$ cat config.mk
export PLATFORM = sky130hd
export DESIGN_NAME = rot_arbiter_flat
export DESIGN_NICKNAME = d
export VERILOG_FILES = /design/src/rtl/rot_arbiter_if.sv /design/src/rtl/rot_arbiter.sv /design/src/flat_wrapper.sv
export SDC_FILE = /design/constraint.sdc
export NUM_CORES = 1
export LEC_CHECK = 0
export ABC_AREA = 1
export CAP_MARGIN = 25
export CORE_MARGIN = 4
export CORE_UTILIZATION = 52
export CTS_BUF_LIST = sky130_fd_sc_hd__clkbuf_8
export DETAILED_ROUTE_END_ITERATION = 10
export PLACE_DENSITY = 0.88
export SLEW_MARGIN = 20
export SYNTH_ARGS = -nofsm -noshare
export SYNTH_HDL_FRONTEND = slang
export SYNTH_SLANG_ARGS = --single-unit
export TNS_END_PERCENT = 100
$ cat constraint.sdc
create_clock -name clk -period 2.5 [get_ports clk]
set_input_delay 0.5 -clock clk [delete_from_list [all_inputs] [get_ports clk]]
set_output_delay 0.5 -clock clk [all_outputs]
set_load 0.05 [all_outputs]
$ cat src/rtl/rot_arbiter_if.sv
// Request/response bundle for rot_arbiter: two rotate requesters, one result
// consumer, and the per-client grant counters.
interface rot_arbiter_if #(
    parameter int CNT_W = 16
);
    logic             req0_valid;
    logic             req0_ready;
    logic [7:0]       req0_din;
    logic [2:0]       req0_s;
    logic             req1_valid;
    logic             req1_ready;
    logic [7:0]       req1_din;
    logic [2:0]       req1_s;
    logic             rsp_valid;
    logic             rsp_ready;
    logic [7:0]       rsp_data;
    logic             rsp_id;
    logic [CNT_W-1:0] gnt_cnt0;
    logic [CNT_W-1:0] gnt_cnt1;

    modport master (
        output req0_valid, req0_din, req0_s,
        output req1_valid, req1_din, req1_s,
        output rsp_ready,
        input  req0_ready, req1_ready,
        input  rsp_valid, rsp_data, rsp_id,
        input  gnt_cnt0, gnt_cnt1
    );

    modport slave (
        input  req0_valid, req0_din, req0_s,
        input  req1_valid, req1_din, req1_s,
        input  rsp_ready,
        output req0_ready, req1_ready,
        output rsp_valid, rsp_data, rsp_id,
        output gnt_cnt0, gnt_cnt1
    );
endinterface

$ cat src/rtl/rot_arbiter.sv
// Two-client round-robin arbiter sharing one 8-bit right-rotator; the result is
// registered, tagged with the client ID and held until the consumer takes it.
module rot_arbiter #(
    parameter int CNT_W = 16
) (
    input  logic         clk,
    input  logic         rst,
    rot_arbiter_if.slave bus
);
    typedef enum logic { IDLE, HOLD } state_e;

    localparam logic [CNT_W-1:0] CNT_ONE = CNT_W'(1);

    state_e           state_q, state_d;
    logic             last_q, last_d;
    logic [7:0]       data_q, data_d;
    logic             id_q, id_d;
    logic [CNT_W-1:0] cnt0_q, cnt0_d;
    logic [CNT_W-1:0] cnt1_q, cnt1_d;

    logic       gnt0, gnt1;
    logic [7:0] sel_din;
    logic [2:0] sel_s;
    logic [7:0] rot;

    // On a tie the client that did not win last time gets the grant.
    always_comb begin
        gnt0 = 1'b0;
        gnt1 = 1'b0;
        if (!rst && state_q == IDLE) begin
            gnt0 = bus.req0_valid && (!bus.req1_valid || last_q);
            gnt1 = bus.req1_valid && (!bus.req0_valid || !last_q);
        end
    end

    // Operand mux keyed on the grant, so an unknown operand from the losing
    // client never reaches the rotator.
    always_comb begin
        sel_din = gnt1 ? bus.req1_din : bus.req0_din;
        sel_s   = gnt1 ? bus.req1_s   : bus.req0_s;
        rot     = (sel_din >> sel_s) | (sel_din << (4'd8 - {1'b0, sel_s}));
    end

    always_comb begin
        state_d = state_q;
        last_d  = last_q;
        data_d  = data_q;
        id_d    = id_q;
        cnt0_d  = cnt0_q;
        cnt1_d  = cnt1_q;
        if (state_q == IDLE) begin
            if (gnt0 || gnt1) begin
                state_d = HOLD;
                data_d  = rot;
                id_d    = gnt1;
                last_d  = gnt1;
                if (gnt0 && cnt0_q != '1) cnt0_d = cnt0_q + CNT_ONE;
                if (gnt1 && cnt1_q != '1) cnt1_d = cnt1_q + CNT_ONE;
            end
        end else if (bus.rsp_ready) begin
            state_d = IDLE;
        end
    end

    always_ff @(posedge clk) begin
        if (rst) begin
            state_q <= IDLE;
            last_q  <= 1'b1;
            data_q  <= '0;
            id_q    <= 1'b0;
            cnt0_q  <= '0;
            cnt1_q  <= '0;
        end else begin
            state_q <= state_d;
            last_q  <= last_d;
            data_q  <= data_d;
            id_q    <= id_d;
            cnt0_q  <= cnt0_d;
            cnt1_q  <= cnt1_d;
        end
    end

    assign bus.req0_ready = gnt0;
    assign bus.req1_ready = gnt1;
    assign bus.rsp_valid  = (state_q == HOLD);
    assign bus.rsp_data   = data_q;
    assign bus.rsp_id     = id_q;
    assign bus.gnt_cnt0   = cnt0_q;
    assign bus.gnt_cnt1   = cnt1_q;
endmodule

$ cat src/flat_wrapper.sv
// flat-port wrapper written by rule: the top's interface ports become plain ports
module rot_arbiter_flat 
#(
    parameter int CNT_W = 16
)
  (clk, rst, bus_req0_valid, bus_req0_din, bus_req0_s, bus_req1_valid, bus_req1_din, bus_req1_s, bus_rsp_ready, bus_req0_ready, bus_req1_ready, bus_rsp_valid, bus_rsp_data, bus_rsp_id, bus_gnt_cnt0, bus_gnt_cnt1);
  rot_arbiter_if #(.CNT_W(CNT_W)) bus_i ();
  input  logic clk;
  input  logic rst;
  input wire logic [$bits(bus_i.req0_valid)-1:0] bus_req0_valid;
  input wire logic [$bits(bus_i.req0_din)-1:0] bus_req0_din;
  input wire logic [$bits(bus_i.req0_s)-1:0] bus_req0_s;
  input wire logic [$bits(bus_i.req1_valid)-1:0] bus_req1_valid;
  input wire logic [$bits(bus_i.req1_din)-1:0] bus_req1_din;
  input wire logic [$bits(bus_i.req1_s)-1:0] bus_req1_s;
  input wire logic [$bits(bus_i.rsp_ready)-1:0] bus_rsp_ready;
  output wire logic [$bits(bus_i.req0_ready)-1:0] bus_req0_ready;
  output wire logic [$bits(bus_i.req1_ready)-1:0] bus_req1_ready;
  output wire logic [$bits(bus_i.rsp_valid)-1:0] bus_rsp_valid;
  output wire logic [$bits(bus_i.rsp_data)-1:0] bus_rsp_data;
  output wire logic [$bits(bus_i.rsp_id)-1:0] bus_rsp_id;
  output wire logic [$bits(bus_i.gnt_cnt0)-1:0] bus_gnt_cnt0;
  output wire logic [$bits(bus_i.gnt_cnt1)-1:0] bus_gnt_cnt1;
  assign bus_i.req0_valid = bus_req0_valid;
  assign bus_i.req0_din = bus_req0_din;
  assign bus_i.req0_s = bus_req0_s;
  assign bus_i.req1_valid = bus_req1_valid;
  assign bus_i.req1_din = bus_req1_din;
  assign bus_i.req1_s = bus_req1_s;
  assign bus_i.rsp_ready = bus_rsp_ready;
  assign bus_req0_ready = bus_i.req0_ready;
  assign bus_req1_ready = bus_i.req1_ready;
  assign bus_rsp_valid = bus_i.rsp_valid;
  assign bus_rsp_data = bus_i.rsp_data;
  assign bus_rsp_id = bus_i.rsp_id;
  assign bus_gnt_cnt0 = bus_i.gnt_cnt0;
  assign bus_gnt_cnt1 = bus_i.gnt_cnt1;
  rot_arbiter #(.CNT_W(CNT_W)) u_core (.clk(clk), .rst(rst), .bus(bus_i));
endmodule
# Word level (Yosys, flattened, before mapping)

Index checks and enable logic that the tools add are counted.

Bitwise gates (word level): 2
Reductions and logical operators: 15
Equality and inequality tests: 2
Mux-type cells: 7
Add/subtract/negate cells: 3
Shifts and indexed selects: 2

Operator list:

| cell                  | count |
|---|---|
| $add 16x1->16 const B | 2 |
| $ne 16x16->1 const B  | 2 |
| $mux 8                | 1 |
| $or 8x8->8            | 1 |
| $shl 8x4->8           | 1 |
| $shr 8x3->8           | 1 |
| $reduce_and 3->1      | 2 |
| $logic_and 1x1->1     | 5 |
| $mux 1                | 5 |
| $logic_not 1->1       | 4 |
| $sub 4x3->4 const A   | 1 |
| $logic_or 1x1->1      | 3 |
| $mux 3                | 1 |
| $reduce_and 2->1      | 1 |
| $not 1->1             | 1 |

Logic and storage cells: 37
Register bits: 43
Input bits: 27

# Logic depth before layout (Yosys ltp)

Word-level depth: 8
Mapped depth: 14
Depth with buffers taken out: 13

# Worst setup path before layout

No wires, ideal clock.

Kind: register to register
Start: register u_core.state_q, in the netlist u_core.bus.rsp_valid
End: register u_core.data_q[7], in the netlist u_core.bus.rsp_data[7]
Period minus slack after synthesis: 2.203 ns
Setup time: 0.120 ns
Path buffers: 2
Arrival: 2.083 ns
Data required time: 2.380 ns
Slack: 0.297 ns
Stages on the path, launching flop included: 13
Cells stage by stage: dfxtp_1 -> nor2_4 -> buf_6 -> nand4_1 -> nand2_1 -> buf_4 -> ha_1 -> inv_1 -> nand3_1 -> nand2_1 -> nand2_1 -> nand3_1 -> a21oi_1

Longest elaborated chain between the ends: 7
Elaborated cells between the ends (all ways): 12
Classes of those cells: add/sub: 1; shift: 2; mux: 4; bitwise: 2; reduce/logical: 3

Ends and longest elaborated chain:

| item                   | line              | text |
|---|---|---|
| start, declared        | rot_arbiter.sv:14 | `state_e state_q, state_d;` |
| start signal, assigned | rot_arbiter.sv:74 | `state_q <= state_d;` |
| $not 1->1 (*)          | rot_arbiter.sv:30 | `if (!rst && state_q == IDLE) begin` |
| $logic_and 1x1->1      | rot_arbiter.sv:30 |  |
| $mux 1                 | rot_arbiter.sv:30 |  |
| $mux 3                 | rot_arbiter.sv:40 | `sel_s = gnt1 ? bus.req1_s : bus.req0_s;` |
| $sub 4x3->4            | rot_arbiter.sv:41 | `rot = (sel_din >> sel_s) \| (sel_din << (4'd8 - {1'b0, sel_s}));` |
| $shl 8x4->8            | rot_arbiter.sv:41 |  |
| $or 8x8->8             | rot_arbiter.sv:41 |  |
| end signal, assigned   | rot_arbiter.sv:76 | `data_q <= data_d;` |
| end, declared          | rot_arbiter.sv:16 | `logic [7:0] data_q, data_d;` |

Mark *: on every way between the ends. The rest lies on a longest branch, timed or not.
A chain may end at the register's enable or synchronous reset.

# Worst setup path in the final report

Start: input port rst
End: output port bus_req1_ready

Longest elaborated chain between the ends: 3

Ends and longest elaborated chain:

| item              | line               | text |
|---|---|---|
| start, declared   | flat_wrapper.sv:9  | `input logic rst;` |
| $logic_not 1->1   | rot_arbiter.sv:30  |  |
| $logic_and 1x1->1 | rot_arbiter.sv:30  |  |
| $mux 1            | rot_arbiter.sv:30  |  |
| end, declared     | flat_wrapper.sv:18 | `output wire logic [$bits(bus_i.req1_ready)-1:0] bus_req1_ready;` |

Every way passes these cells.

==> metrics.md <==
| Metric | Value |
|---|---|
| Status | `finished, final reports clean` |
| RD Place Congestion | `just over 0.9` |
| Met2 GRT Util | `between 40% and 50%` |
| Worst setup slack after placement | `-0.04432 ns` |
| Wire per inst | `between 10 and 15 um` |
| Antenna Diode Count | `0` |
| Clock-pin transition on the worst setup and hold timing paths | `around 0.08 ns` |
| CTS H-Tree Depth | `2` |
| Buffers & Inverters on Critical Path | `4` |
| Worst setup EP type | `output port` |
| Actual slew at the worst max-slew pin | `0.7128 ns` |
| Vias per std cell | `approximately 5.4` |
| Worst-path cell chain | `clkdlybuf4s50_1, nor2_4, nand3_4, buf_4, inv_2, buf_12` |
| Min-Delay Path Depth | `2` |
| Synth cell types | `39` |
| Fin crit share | `approximately nine tenths` |
| Main synth FF type | `dfxtp_1` |
| Syn nets | `approximately 500` |
| Seq/Total Area, Yosys | `between 20% and 30%` |
| Crit path required time | `2.00 ns` |
| Worst reg2reg path depth | `11` |
| Met1 track demand over resource | `between 20% and 30%` |
| Pin count of the biggest net entering global routing | `26` |
| EDFF count, synth | `0` |
| Slowest stage delay, CP | `0.46 ns` |
| Min-Delay Path Class | `reg2reg` |
| Row count | `27` |
| RR Endpoint | `u_core.bus.rsp_data[7]` |
| Total clock buffers created by CTS | `5` |
| PwrDens | `466.0 nW/um2` |
| Setup-failing EPs final | `0` |
| Die height | `~83 um` |
| Initial antenna violation count | `0` |
| Hold path startpoint | `u_core.bus.rsp_id` |
| Post-DP HPWL | `about 6200 um` |
| Utilization after layout | `70.19%` |
| IO Pins | `71` |
| Worst Clk Skew | `0.004195 ns` |
| FF-to-FF setup slack | `between 0.5 and 0.6 ns` |
| Root buf cell | `clkbuf_8` |
| Tmin final | `about 2.3 ns` |
| RSZ-0062 raised after global routing | `no` |
| Syn avg cell area | `about 6.3 um2` |
| Global route overflow | `0` |
| # resized after CTS | `0` |
| CP arrival | `~1.8 ns` |
| Die ar. | `about 7000 um2` |
| Relative slew slack | `52.43%` |
| Min-Delay Endpoint | `u_core.bus.rsp_id` |
| Vias in the first global route | `approximately 3100` |
| Worst hold slack | `a little under 0.5 ns` |
| Worst vdd ir | `approximately 0.00033 V` |
| CTS sink count | `43` |
| Core footprint | `around 5500 um2` |
| Kind of critical path | `in2out` |
| Routed Antenna Nets | `0` |
| Cells after Synth | `about 470` |
| Clk_lat worst skew | `0.29 ns` |
| Met3 usage | `under 10%` |
| Area grow syn2layout | `31.08%` |
| First-pass GRT wire length | `approximately 13000 um` |
| Post-synthesis register bit count | `43` |
| Yosys Warn Count | `0` |
| Total GRT Usage | `a little under a quarter` |
| Worst setup SP type | `input port` |
| Max FO, Critical Path | `10` |
| Critical R2R Launch | `u_core.bus.rsp_valid` |
| LEAKAGE | `1.603 nW` |
| First DRT Iteration DRCs | `approximately 150` |
| Hold Violations, Final | `0` |
| Fmax | `440.2 MHz` |
| Commonest non-fill, non-tap cell in the layout | `nand2_1` |
| Most frequent cells in the layout | `nand2_1 (136), clkdlybuf4s50_1 (68), nand3_1 (49)` |
| Die W | `roughly 83 um` |
| Async SR Flop Fraction | `0%` |
| Post-CTS Hold Fix Bufs | `0` |
| Share of post-route cells with drive strength above 1 | `10.15%` |
| Synth Cell Area | `approximately 2900 um2` |
| Port Buffer Count | `70` |
| CP max stage cell | `clkdlybuf4s50_1` |
| GR peak layer | `met2` |
| CTS max path bufs | `2` |
| 1st-pass router iterations | `4` |
| Post-detailed-route DRC marker count | `0` |
| Worst Slack Setup Final | `~0.23 ns` |
| Slew Viols, Final | `0` |
| Filler cell count | `about 510` |
| Postcts setup bufs | `0` |
| Post-Route WL | `7860 um` |
| Total number of vias | `about 3300` |
| TritonCTS clock tree | `done` |
| Total of max-cap violations | `0` |
| Initial Util | `between 50% and 60%` |
| Crit-path leading delay family | `buffers and inverters` |
| Fin nets | `between 500 and 600` |
## worst reg2reg max path, stage by stage, from the launching register on
cell	delay, ns
dfxtp_1	0.36
nor2_4	0.22
nand3_4	0.14
nand2_1	0.10
nand2_2	0.06
ha_1	0.33
inv_1	0.22
nand3_1	0.14
nand2_1	0.09
nand2_1	0.05
nand3_1	0.07
a21oi_1	0.05
## state kept, by name, summed over array words and instances, names as in the netlist
register,cells
u_core.bus.rsp_valid,1
u_core.bus.rsp_data,8
u_core.bus.rsp_id,1
u_core.bus.gnt_cnt1,16
u_core.bus.gnt_cnt0,16
u_core.last_q,1
## report_power, final
part           switching (W)  total [W]  internal (W)
registers          0.0000169   0.000725      0.000708
clock network       0.000248   0.000546      0.000298
logic               0.000329   0.000519      0.000191
## cell usage after synthesis (3+ instances only)
cell type	n	area share, %
nand2_1	136	17
nand3_1	49	8.4
inv_1	48	6.1
dfxtp_1	43	29
nor2_1	31	4.0
a21oi_1	29	5.0
o21ai_0	22	3.8
nand4_1	17	3.6
nand2_2	13	2.8
nor3_1	9	1.5
xor2_1	8	2.4
buf_4	6	1.5
buf_6	6	2.3
inv_2	6	0.77
nor4_1	4	0.85
a31oi_1	3	0.64
clkbuf_1	3	0.38
ha_1	3	1.3
nor3b_1	3	0.77
o21ai_1	3	0.51
xnor2_1	3	0.90
## cell families after synthesis
group | count (synthesis) | synth area share [%]
flops | 43 | 29.38
buf+inv | 72 | 11.57
xor+xnor | 11 | 3.288
simple gates | 272 | 42.70
fa+ha+maj | 3 | 1.281
compound gates | 64 | 11.79
## worst max path at each step
stage / from / end / slack [ns] / cells after the start
after CTS: rst / bus_req1_ready / 0.22 / 6
after detailed placement: bus_req0_valid / u_core.bus.rsp_data[5] / -0.04 / 11
after global routing: bus_req0_valid / u_core.bus.rsp_data[5] / 0.08 / 11
after floorplan: u_core.bus.rsp_valid / u_core.bus.rsp_data[7] / 0.30 / 12
after global placement: rst / u_core.bus.rsp_data[7] / 0.04 / 12
final: rst / bus_req1_ready / 0.23 / 6
## final cells by class
type | instances | area (um2) | area share (%)
Clock buffer | 5 | 68.82 | 1.792
Timing Repair Buffer | 86 | 840.8 | 21.89
Tap cell | 72 | 90.09 | 2.345
Multi-Input combinational cell | 350 | 1730 | 45.05
Clock inverter | 3 | 43.79 | 1.140
Inverter | 55 | 206.4 | 5.375
Sequential cell | 43 | 860.8 | 22.41
## routing by layer
| layer | share of wire [%] | up-vias | wire length [um] |
|---|---|---|---|
| met5 | 0 | - | 0 |
| met3 | 5.1 | 17 | 398 |
| li1 | - | 1665 | - |
| met2 | 49 | 116 | 3876 |
| met4 | 2.3 | 0 | 178 |
| met1 | 43 | 1524 | 3407 |
## through the flow
step	TNS, ns	std cells	instance area [um2]	power (W)
6_report	0	614	3841	0.001790
5_1_grt	0	614	3841	0.001884
4_1_cts	0	614	3841	0.001797
3_5_place_dp	-0.08687	606	3729	0.001256
3_3_place_gp	0	606	3729	0.001250
2_1_floorplan	0	465	2930	0.001091
Power figures use the tool's default switching activity.
